--- src/rtl/adder_pkg.sv ---
// Shared state type and sizing helper for the digit-serial adder/subtractor.
package adder_pkg;

    typedef enum logic [1:0] {
        IDLE,
        RUN,
        DONE
    } state_t;

    function automatic int unsigned num_steps(input int unsigned width, input int unsigned digit_w);
        return width / digit_w;
    endfunction

endpackage

--- src/rtl/chunk_adder.sv ---
// Combinational DIGIT_W-bit ripple adder; c_msb exposes the carry into the top bit.
module chunk_adder #(
    parameter int unsigned DIGIT_W = 2
) (
    input  logic [DIGIT_W-1:0] a,
    input  logic [DIGIT_W-1:0] b,
    input  logic               cin,
    output logic [DIGIT_W-1:0] sum,
    output logic               cout,
    output logic               c_msb
);

    logic c;

    always_comb begin
        c     = cin;
        c_msb = cin;
        sum   = '0;
        for (int unsigned i = 0; i < DIGIT_W; i++) begin
            if (i == DIGIT_W - 1) begin
                c_msb = c;
            end
            sum[i] = a[i] ^ b[i] ^ c;
            c      = (a[i] & b[i]) | (c & (a[i] ^ b[i]));
        end
        cout = c;
    end

endmodule

--- src/rtl/serial_adder_nbit.sv ---
// Multi-cycle adder/subtractor: processes DIGIT_W bits per clock through a registered
// carry, with a start/busy/done handshake and a held result.
module serial_adder_nbit
    import adder_pkg::*;
#(
    parameter int unsigned WIDTH   = 8,
    parameter int unsigned DIGIT_W = 2
) (
    input  logic             clk,
    input  logic             rst,
    input  logic             start,
    input  logic             op_sub,
    input  logic [WIDTH-1:0] a,
    input  logic [WIDTH-1:0] b,
    input  logic             cin,
    output logic             busy,
    output logic             done,
    output logic [WIDTH-1:0] sum,
    output logic             cout,
    output logic             ovf
);

    localparam int unsigned NUM_STEPS = num_steps(WIDTH, DIGIT_W);
    localparam int unsigned STEP_W    = (NUM_STEPS > 1) ? $clog2(NUM_STEPS) : 1;

    if (WIDTH % DIGIT_W != 0) begin : g_bad_digit
        $error("serial_adder_nbit: WIDTH must be a multiple of DIGIT_W");
    end

    state_t              state_q;
    logic [WIDTH-1:0]    a_q, b_q, acc_q;
    logic [WIDTH-1:0]    a_d, b_d, acc_d;
    logic                carry_q;
    logic [STEP_W-1:0]   step_q;
    logic [WIDTH-1:0]    sum_q;
    logic                cout_q, ovf_q, busy_q, done_q;

    logic [WIDTH-1:0]    b_ld;
    logic                c_ld;
    logic                last_step;

    logic [DIGIT_W-1:0]  ch_sum;
    logic                ch_cout, ch_cmsb;

    chunk_adder #(.DIGIT_W(DIGIT_W)) u_chunk (
        .a     (a_q[DIGIT_W-1:0]),
        .b     (b_q[DIGIT_W-1:0]),
        .cin   (carry_q),
        .sum   (ch_sum),
        .cout  (ch_cout),
        .c_msb (ch_cmsb)
    );

    // Partial sums enter at the MSB end so the full result is aligned after the last step.
    always_comb begin
        a_d       = a_q >> DIGIT_W;
        b_d       = b_q >> DIGIT_W;
        acc_d     = (acc_q >> DIGIT_W) | (WIDTH'(ch_sum) << (WIDTH - DIGIT_W));
        b_ld      = op_sub ? ~b : b;
        c_ld      = op_sub ? 1'b1 : cin;
        last_step = (step_q == STEP_W'(NUM_STEPS - 1));
    end

    always_ff @(posedge clk) begin
        if (rst) begin
            state_q <= IDLE;
            a_q     <= '0;
            b_q     <= '0;
            acc_q   <= '0;
            carry_q <= 1'b0;
            step_q  <= '0;
            sum_q   <= '0;
            cout_q  <= 1'b0;
            ovf_q   <= 1'b0;
            busy_q  <= 1'b0;
            done_q  <= 1'b0;
        end else begin
            done_q <= 1'b0;
            case (state_q)
                IDLE, DONE: begin
                    if (start) begin
                        a_q     <= a;
                        b_q     <= b_ld;
                        carry_q <= c_ld;
                        acc_q   <= '0;
                        step_q  <= '0;
                        busy_q  <= 1'b1;
                        state_q <= RUN;
                    end else begin
                        state_q <= IDLE;
                    end
                end
                RUN: begin
                    a_q     <= a_d;
                    b_q     <= b_d;
                    acc_q   <= acc_d;
                    carry_q <= ch_cout;
                    step_q  <= step_q + 1'b1;
                    if (last_step) begin
                        sum_q   <= acc_d;
                        cout_q  <= ch_cout;
                        ovf_q   <= ch_cout ^ ch_cmsb;
                        busy_q  <= 1'b0;
                        done_q  <= 1'b1;
                        state_q <= DONE;
                    end
                end
                default: state_q <= IDLE;
            endcase
        end
    end

    assign busy = busy_q;
    assign done = done_q;
    assign sum  = sum_q;
    assign cout = cout_q;
    assign ovf  = ovf_q;

endmodule

--- config.mk ---
export PLATFORM = sky130hd
export DESIGN_NAME = serial_adder_nbit
export DESIGN_NICKNAME = d
export VERILOG_FILES = /design/src/rtl/adder_pkg.sv /design/src/rtl/chunk_adder.sv /design/src/rtl/serial_adder_nbit.sv
export SDC_FILE = /design/constraint.sdc
export NUM_CORES = 1
export LEC_CHECK = 0
export ABC_AREA = 1
export CAP_MARGIN = 5
export CELL_PAD_IN_SITES_DETAIL_PLACEMENT = 0
export CELL_PAD_IN_SITES_GLOBAL_PLACEMENT = 1
export CORE_MARGIN = 4
export CORE_UTILIZATION = 38
export CTS_BUF_LIST = sky130_fd_sc_hd__clkbuf_4 sky130_fd_sc_hd__clkbuf_8 sky130_fd_sc_hd__clkbuf_16
export DETAILED_ROUTE_END_ITERATION = 10
export PLACE_DENSITY_LB_ADDON = 0.1
export SLEW_MARGIN = 10
export SYNTH_ARGS = -nofsm -noshare
export SYNTH_HDL_FRONTEND = slang
export SYNTH_SLANG_ARGS = --single-unit
--- constraint.sdc ---
create_clock -name clk -period 3 [get_ports clk]
set_clock_uncertainty 0.15 [all_clocks]
set_input_delay 0.3 -clock clk [delete_from_list [all_inputs] [get_ports clk]]
set_output_delay 0.3 -clock clk [all_outputs]
set_load 0.01 [all_outputs]
==> results of run 1 <==
## layout make-up
class	count	area [sq um]	share of cell area, %
inverter	25	95.09	4.411
sequential	39	780.7	36.22
clock buffer	6	82.58	3.831
timing repair buffer	35	342.8	15.90
clock inverter	2	35.03	1.625
tap	52	65.06	3.018
multi-input combinational	162	754.5	35.00
## final timing paths
path,from,end,slack (ns),depth (start not counted)
min,acc_q[2],sum[0],0.30,2
min reg2reg,acc_q[2],sum[0],0.30,2
max,state_q[0],sum[6],1.17,8
max reg2reg,state_q[0],sum[6],1.17,8
## where the power goes
group	leakage (nW)	switching, mW	internal, mW
sequential	0.318	0.0145	0.541
combinational	0.618	0.0792	0.0618
clock	0.0612	0.176	0.269
## sequential cells by signal (all words and copies together), names as in the netlist
name	flops
a_q	8
done	1
state_q	2
b_q	8
step_q	2
ovf	1
acc_q	6
cout	1
carry_q	1
busy	1
sum	8
## logic make-up after synthesis
logic type               count (synthesis)
AND/OR/NAND/NOR                        134
flip-flops                              39
buffers and inverters                   35
AO/OA/AOI/OAI                           22
XOR/XNOR                                 3
adder cells (fa/ha/maj)                  3
## worst max-delay path, stage by stage, from the launching register on
cell	delay, ns
dfxtp_1	0.39
inv_2	0.08
nor2_4	0.07
buf_4	0.26
nand2_1	0.08
buf_4	0.19
nor2_2	0.36
nand2_1	0.11
nand2_1	0.07
## routing by layer
layer  vias up  share of wire (%)
li1        798                  -
met1       676                 47
met2        25                 47
met3         4                4.5
met4         0                1.1
met5         -                  0
## cell usage in the layout, fill, tap and decap left out, drive strengths merged
cell,count
o21ai,2
inv,23
bufinv,1
nand3,26
o211a,1
clkdlybuf4s50,32
nand2,101
clkbuf,6
nor2,7
clkinv,3
dfxtp,39
fa,2
xor2,3
buf,3
a21oi,19
ha,1
==> reports/metrics.csv, run 1 <==
stage;metric;value;unit
timing;final hold slack;0.3030;ns
drt;Routed WL per cell;11.14;um
final_layout;fin cells;321;
yosys;mux cell area share after synthesis;0;%
timing;final hold violation count;0;
pwr;peak supply drop;0.0002995;V
yosys;ys async rst share;0;%
timing;Worst Max-Slew Pin Slew;0.7038;ns
drt;drt first pass iters;4;
placed_design;Placed Area;2038;sq um
setup_path;arrival time at the worst endpoint;1.91;ns
placed_design;DPL Wire Length;2.379;mm
pwr;Pleak;0.9972;nW
pwr;PD cells;529.4;nW/um^2
final_layout;Layout Utilization;49.86;%
outcome;outcome;finished, final reports clean;
timing;Tcrit/Tclk final;60.86;%
timing;Final setup viols;0;
yosys;predominant post-synthesis flop cell;dfxtp_1;
yosys;register bit count reported by yosys;39;
clocking;post-CTS sizing;0;
timing;slack of the critical path;1.174;ns
pwr;PnR Total Power;1.141;mW
timing;Achievable Freq;547.7;MHz
hold_path;Hold Crit Class;flop to flop;
drt;Post-Route WL;3.575;mm
yosys;simple-gate share of the synthesized area;33.11;%
timing;Fin Setup TNS;0;ns
timing;RSZ-0062 raised after global routing;false;
die;core area;4324;sq um
yosys;Synth Cell Area;1693;sq um
die;die height;74.75;um
yosys;Mapped Cells;236;
grt;GR Layer Usage met3;3.605;%
yosys;Synthesis Warnings;0;
final_layout;Finished Cell Area;2156;sq um
grt;first-pass GRT wire length;6.251;mm
yosys;top cell type by total area after synthesis;dfxtp_1;
grt;GRT Max-Usage Layer;met2;
drt;Via density;4.682;
final_layout;fillers;475;
grt;total global-route track usage;14.68;%
timing;count of final max-slew check failures;0;
yosys;adder and majority cell fraction of the synthesized area;3.104;%
drt;vias;1503;
placed_design;PortBufs;32;
grt;vias in the first global route;1378;
clocking;Clock transition at path regs;0.07;ns
die;full die area;5587;sq um
drt;DRT antenna net count;0;
die;DIE WIDTH;74.75;um
yosys;Avg Inst Size Synth;7.173;sq um
run;Max-cap violations;0;
setup_path;crit path capture type;flop;
grt;global routing met1 resource utilization;18.87;%
clocking;Clk Latency, worst-skew pair;0.28;ns
die;# rows;24;
setup_path;WP data required;3.08;ns
yosys;library cells used by synthesis;22;
drt;DRC;0;
yosys;Net Count, Synth;260;
final_layout;P&R area growth vs syn;27.35;%
grt;pin count of the biggest net entering global routing;23;
die;IO Count;33;
grt;GRT overflow;0;
setup_path;worst-path maximum fanout;22;
yosys;post-synthesis xor/xnor area fraction;1.552;%
yosys;Seq/Total Area, Yosys;46.12;%
final_layout;layout cell share with drive strength beyond 1;7.063;%
grt;met2 Usage GRT;24.29;%
final_layout;# diodes;0;
yosys;count leader, synth;nand2_1;
yosys;Post-synth EDFFs;0;
clocking;cts bufs inserted;5;
timing;fin crit period;1.826;ns
clocking;clock sink count;39;
timing;Rel. slew slack;53.03;%
yosys;top cells by area, synth;dfxtp_1 (46%), nand2_1 (22%), nand3_1 (7.7%);
clocking;clock buffer depth;2;
placed_design;Placer Congestion;0.6807;
clocking;H-Tree Depth;2;
setup_path;CP startpoint kind;flop;
yosys;Synth top cells by count;nand2_1 (98), dfxtp_1 (39), nand3_1 (26), inv_1 (22), a21oi_1 (19);
die;Initial Util;39.15;%
drt;Iter 0 DRT Violations;96;
grt;initial antenna violation count;0;
setup_path;Crit Path Class;flop to flop;
yosys;area share of the largest cell type after synthesis;46.12;%
final_layout;final net count;292;
yosys;Synth Area in Compound Gates;6.800;%
clocking;Setup Buffers After CTS;0;
clocking;root buffer selected by CTS;clkbuf_8;
yosys;largest family of logic cells by synthesized area;simple AND/OR/NAND/NOR gates;
clocking;CTS tree;built;
placed_design;dpl cells;313;
placed_design;dpl ws;0.8959;ns
clocking;cts hold-fix bufs;0;
(Power assumes the default switching activity.)
==> run 2: changes to the inputs <==
- CORE_UTILIZATION: 38 -> 32
- clock period: 3 -> 1.65 ns (I/O delays scaled with it)
==> run 2 against run 1 <==
Die area rose by 17%. Highest routed layer unchanged. Non-clock buffer count rose by 10. Worst hold slack got worse by 0.031 ns. Global-route usage fell by 1.6 points. Register-to-register slack got worse by 1.2 ns. Wire length rose by 7.9%. Largest power group unchanged. Final cell count rose by 8.7%. Clock power rose by 110%. Critical path type unchanged. Final area rose by 5.9%. Via count rose by 0.27%. Combinational power rose by 100%.
==> reports/metrics.csv, run 2 (same netlist as run 1, synthesis figures left out) <==
stage;metric;value;unit
die;full die area;6518;sq um
die;IO Count;33;
clocking;Clk Latency, worst-skew pair;0.29;ns
drt;Iter 0 DRT Violations;81;
final_layout;# diodes;0;
pwr;peak supply drop;0.0003963;V
drt;DRC;0;
grt;first-pass GRT wire length;6.458;mm
outcome;outcome;finished, final reports clean;
final_layout;Layout Utilization;44.68;%
drt;Post-Route WL;3.857;mm
setup_path;worst-path maximum fanout;2;
setup_path;most used cell, CP;fa_2;
setup_path;critical path launch point;a_q[0];
timing;fin crit period;1.640;ns
setup_path;crit path capture type;flop;
pwr;design internal power;1.740;mW
timing;RSZ-0062 raised after global routing;true;
timing;Worst Max-Slew Pin Slew;0.4325;ns
setup_path;Reg-to-Reg Start;a_q[0];
pwr;Pleak;1.051;nW
setup_path;Crit Path Class;flop to flop;
timing;final hold violation count;0;
timing;Achievable Freq;609.8;MHz
timing;Rel. slew slack;71.14;%
die;# rows;26;
grt;pin count of the biggest net entering global routing;20;
setup_path;CP startpoint kind;flop;
drt;drt first pass iters;4;
placed_design;Placer Congestion;0.7015;
grt;vias in the first global route;1393;
grt;GRT overflow;0;
die;core area;5107;sq um
timing;final hold slack;0.2723;ns
timing;Final setup viols;0;
pwr;PD cells;983.7;nW/um^2
clocking;root buffer selected by CTS;clkbuf_8;
drt;DRT antenna net count;0;
hold_path;Hold Crit Class;input pin to flop;
pwr;combinational share of power;12.7;%
clocking;clock buffer depth;2;
run;Max-cap violations;0;
placed_design;DPL Wire Length;2.741;mm
pwr;Clk pwr share;42.3;%
timing;count of final max-slew check failures;0;
drt;Routed WL per cell;11.05;um
pwr;switching power share of the total;22.51;%
setup_path;cell depth of the worst flop-to-flop path;4;
die;DIE WIDTH;80.74;um
pwr;sequential fraction of design power;45.0;%
pwr;Net Switching;505.5;uW
clocking;H-Tree Depth;2;
clocking;clock sink count;39;
grt;total global-route track usage;13.05;%
die;die height;80.74;um
clocking;Clock transition at path regs;0.08;ns
placed_design;dpl ws;-0.003448;ns
grt;initial antenna violation count;0;
setup_path;arrival time at the worst endpoint;1.72;ns
hold_path;critical hold path startpoint;a[6];
setup_path;Crit path largest cell delay;0.54;ns
drt;Via density;4.318;
timing;slack of the critical path;0.01025;ns
final_layout;layout cell share with drive strength beyond 1;11.83;%
final_layout;most common cell after layout, fill and taps aside;nand2_1;
clocking;CTS tree;built;
final_layout;final net count;302;
drt;vias;1507;
clocking;cts bufs inserted;5;
die;Initial Util;33.15;%
setup_path;CP Cell Sequence;fa_2, fa_2, nand2_1, a21oi_2;
placed_design;PortBufs;32;
final_layout;commonest non-fill, non-tap cells in the layout;nand2_1 (98), dfxtp_1 (38), clkdlybuf4s50_1 (32);
timing;Tcrit/Tclk final;99.38;%
setup_path;Crit-path slowest cell;fa_2;
hold_path;Worst Hold Depth;3;
final_layout;P&R area growth vs syn;34.81;%
setup_path;WP data required;1.73;ns
==> run 2: timing repair <==
| item | in CTS | in global routing |
|---|---|---|
| setup endpoints to repair | 1 | 4 |
| hold buffers | 0 | 0 |
| hold endpoints to repair | 0 | 0 |
| buffers inserted | 0 | 1 |
| gates resized for setup | 1 | 1 |
| pin swaps | 0 | 2 |
==> run 2: layout make-up <==
class / count / area [sq um]
clock inverters: 2 / 60.06
fillers: 553 / 2825
repair buffers: 45 / 417.9
well taps: 70 / 87.58
clock buffers: 6 / 76.32
inverters: 25 / 95.09
flip-flops and latches: 39 / 782.0
multi-input cells: 162 / 763.2
==> run 2: per-layer routing <==
layer | wire length, um | global-route usage, % | share of wire [%] | vias to the layer above
met5 | 0 | 0 | 0 | -
met2 | 1689 | 20.61 | 44 | 22
li1 | - | - | - | 812
met1 | 1937 | 17.07 | 50 | 665
met4 | 86 | 6.588 | 2.2 | 0
met3 | 144 | 2.439 | 3.7 | 8
==> run 2: power by group through the flow <==
stage / Combinational (mW) / Sequential [mW] / Clock, mW
floorplan: 0.172 / 1.03 / 0
global placement: 0.289 / 1.03 / 0
detailed placement: 0.289 / 1.03 / 0
CTS: 0.290 / 1.01 / 0.975
global route: 0.327 / 1.02 / 1.02
finish: 0.286 / 1.01 / 0.949
==> run 2: worst max-delay path: cells and delay by family (launching register included) <==
| family | cells | cell delay [ns] |
|---|---|---|
| simple gates | 1 | 0.06 |
| flops | 1 | 0.34 |
| fa+ha+maj | 2 | 0.93 |
| compound gates | 1 | 0.10 |
==> run 2: path summary, 6_finish.rpt <==
check / slack (ns) / to
worst min-delay path: 0.27 / a_q[6]
worst min register to register: 0.30 / sum[1]
worst max register to register: 0.01 / acc_q[7]
worst max-delay path: 0.01 / acc_q[7]
==> run 2: through the flow <==
stage / area, sq um / total power, mW / cells / TNS [ns]
finish: 2282 / 2.245 / 349 / 0
global route: 2282 / 2.359 / 349 / -0.1022
CTS: 2271 / 2.275 / 348 / -0.007624
detailed placement: 2133 / 1.321 / 340 / -0.003448
global placement: 2133 / 1.321 / 340 / 0
floorplan: 1698 / 1.200 / 236 / 0
==> run 3: changes to the inputs <==
- CORE_MARGIN: 4 -> 2
- CORE_UTILIZATION: 32 -> 38
- clock period: 1.65 -> 2.1 ns (I/O delays scaled with it)
==> run 3 against run 2 <==
Wire length decreased by 12%. Via count decreased by 1.9%. Worst hold slack improved by 0.031 ns. Flip-flop and latch count unchanged. Total power decreased by 33%. Critical endpoint is now carry_q. Largest power group unchanged.
==> reports/metrics.csv, run 3 (same netlist as run 1, synthesis figures left out) <==
stage;metric;value;unit
timing;count of final max-slew check failures;0;
timing;Fin Setup TNS;0;ns
clocking;H-Tree Depth;2;
die;# rows;24;
die;full die area;5005;sq um
clocking;cts bufs inserted;5;
timing;Final setup viols;0;
timing;Worst Max-Slew Pin Slew;0.4212;ns
final_layout;P&R area growth vs syn;26.98;%
setup_path;Crit Path Class;flop to flop;
setup_path;crit path capture type;flop;
pwr;Pleak;0.9996;nW
final_layout;most common cell after layout, fill and taps aside;nand2_1;
timing;Achievable Freq;566.1;MHz
grt;vias in the first global route;1369;
setup_path;worst-path maximum fanout;3;
final_layout;Layout Utilization;49.71;%
timing;slack of the critical path;0.3335;ns
die;die height;70.75;um
clocking;root buffer selected by CTS;clkbuf_8;
drt;DRC;0;
clocking;post-CTS sizing;0;
drt;Post-Route WL;3.411;mm
clocking;cts hold-fix bufs;0;
grt;pin count of the biggest net entering global routing;22;
hold_path;Hold Crit Class;flop to flop;
placed_design;DPL Wire Length;2.362;mm
drt;DRT antenna net count;0;
drt;drt first pass iters;4;
setup_path;arrival time at the worst endpoint;1.79;ns
outcome;outcome;finished, final reports clean;
final_layout;final net count;295;
clocking;Clock transition at path regs;0.07;ns
grt;initial antenna violation count;0;
final_layout;Finished Cell Area;2150;sq um
clocking;CTS tree;built;
clocking;Setup Buffers After CTS;0;
timing;Rel. slew slack;71.89;%
final_layout;# diodes;0;
drt;Routed WL per cell;10.53;um
placed_design;dpl cells;316;
die;Initial Util;39.15;%
timing;Tcrit/Tclk final;84.12;%
placed_design;Placer Congestion;0.7325;
setup_path;Crit path largest cell delay;0.47;ns
pwr;PD cells;694.8;nW/um^2
final_layout;layout cell share with drive strength beyond 1;8.088;%
setup_path;Worst path top cell family by delay;adder cells;
setup_path;Crit-path slowest cell;fa_1;
die;core area;4324;sq um
timing;final hold violation count;0;
setup_path;CP startpoint kind;flop;
final_layout;fin cells;324;
placed_design;dpl ws;0.3324;ns
pwr;peak supply drop;0.0004081;V
setup_path;CP Cell Sequence;fa_1, fa_1, nand2_1, nand2_1, nor2_1, nor2_1;
drt;Iter 0 DRT Violations;74;
clocking;clock sink count;39;
grt;first-pass GRT wire length;6.113;mm
clocking;clock buffer depth;2;
setup_path;buffers and inverters on the worst path;0;
die;DIE WIDTH;70.75;um
timing;fin crit period;1.766;ns
run;Max-cap violations;0;
placed_design;Placed Area;2061;sq um
clocking;Clk Latency, worst-skew pair;0.28;ns
final_layout;commonest non-fill, non-tap cells in the layout;nand2_1 (98), dfxtp_1 (39), clkdlybuf4s50_1 (32);
grt;total global-route track usage;15.19;%
grt;GRT overflow;0;
timing;RSZ-0062 raised after global routing;false;
drt;Via density;4.565;
drt;vias;1479;
die;IO Count;33;
placed_design;PortBufs;32;
setup_path;WP data required;2.12;ns
[run 3: cell types whose count changed in the layout (fill, tap and decap cells not counted), moves of 2 or more]
cell / before / now
fa_2: 2 / 0
bufinv_16: 2 / 0
buf_4: 13 / 6
fa_1: 0 / 2
[run 3: final timing paths]
kind              startpoint        end  slack, ns  cells after the start
hold reg to reg    step_q[0]  step_q[0]       0.30                      1
setup reg to reg      a_q[0]    carry_q       0.33                      6
setup / recovery      a_q[0]    carry_q       0.33                      6
hold / removal     step_q[0]  step_q[0]       0.30                      1
[run 3: cell type report]
class | instances | area (sq um)
sequential | 39 | 780.7
clock inverter | 1 | 5.005
tap | 52 | 65.06
clock buffer | 7 | 83.83
inverter | 25 | 95.09
timing repair buffer | 38 | 365.4
multi-input combinational | 162 | 754.5
fill | 458 | 2175
[run 3: per-layer routing]
| metal | up-vias | part of all wire, % | track usage (%) |
|---|---|---|---|
| met5 | - | 0 | 0 |
| met1 | 655 | 50 | 20.41 |
| li1 | 798 | - | - |
| met4 | 0 | 1.2 | 5.031 |
| met2 | 21 | 46 | 24.30 |
| met3 | 5 | 3.4 | 3.419 |
[run 3: metrics by stage]
step                      hold slack, ns  power, mW
after global placement            0.2882      1.018
after CTS                         0.3077      1.517
after detailed placement          0.2838      1.019
after global routing              0.3327      1.583
after floorplan                   0.2072     0.9413
final                             0.3036      1.494
[run 3: power breakdown]
| group | switching (mW) | leakage [nW] | total [mW] | internal, mW |
|---|---|---|---|---|
| clock | 0.237 | 0.0491 | 0.496 | 0.259 |
| sequential | 0.0204 | 0.318 | 0.793 | 0.773 |
| combinational | 0.112 | 0.633 | 0.205 | 0.0923 |
[run 3: worst reg2reg max path: stages, from the launching register on]
cell     delay, ns
dfxtp_1       0.33
fa_1          0.47
fa_1          0.43
nand2_1       0.09
nand2_1       0.06
nor2_1        0.10
nor2_1        0.04
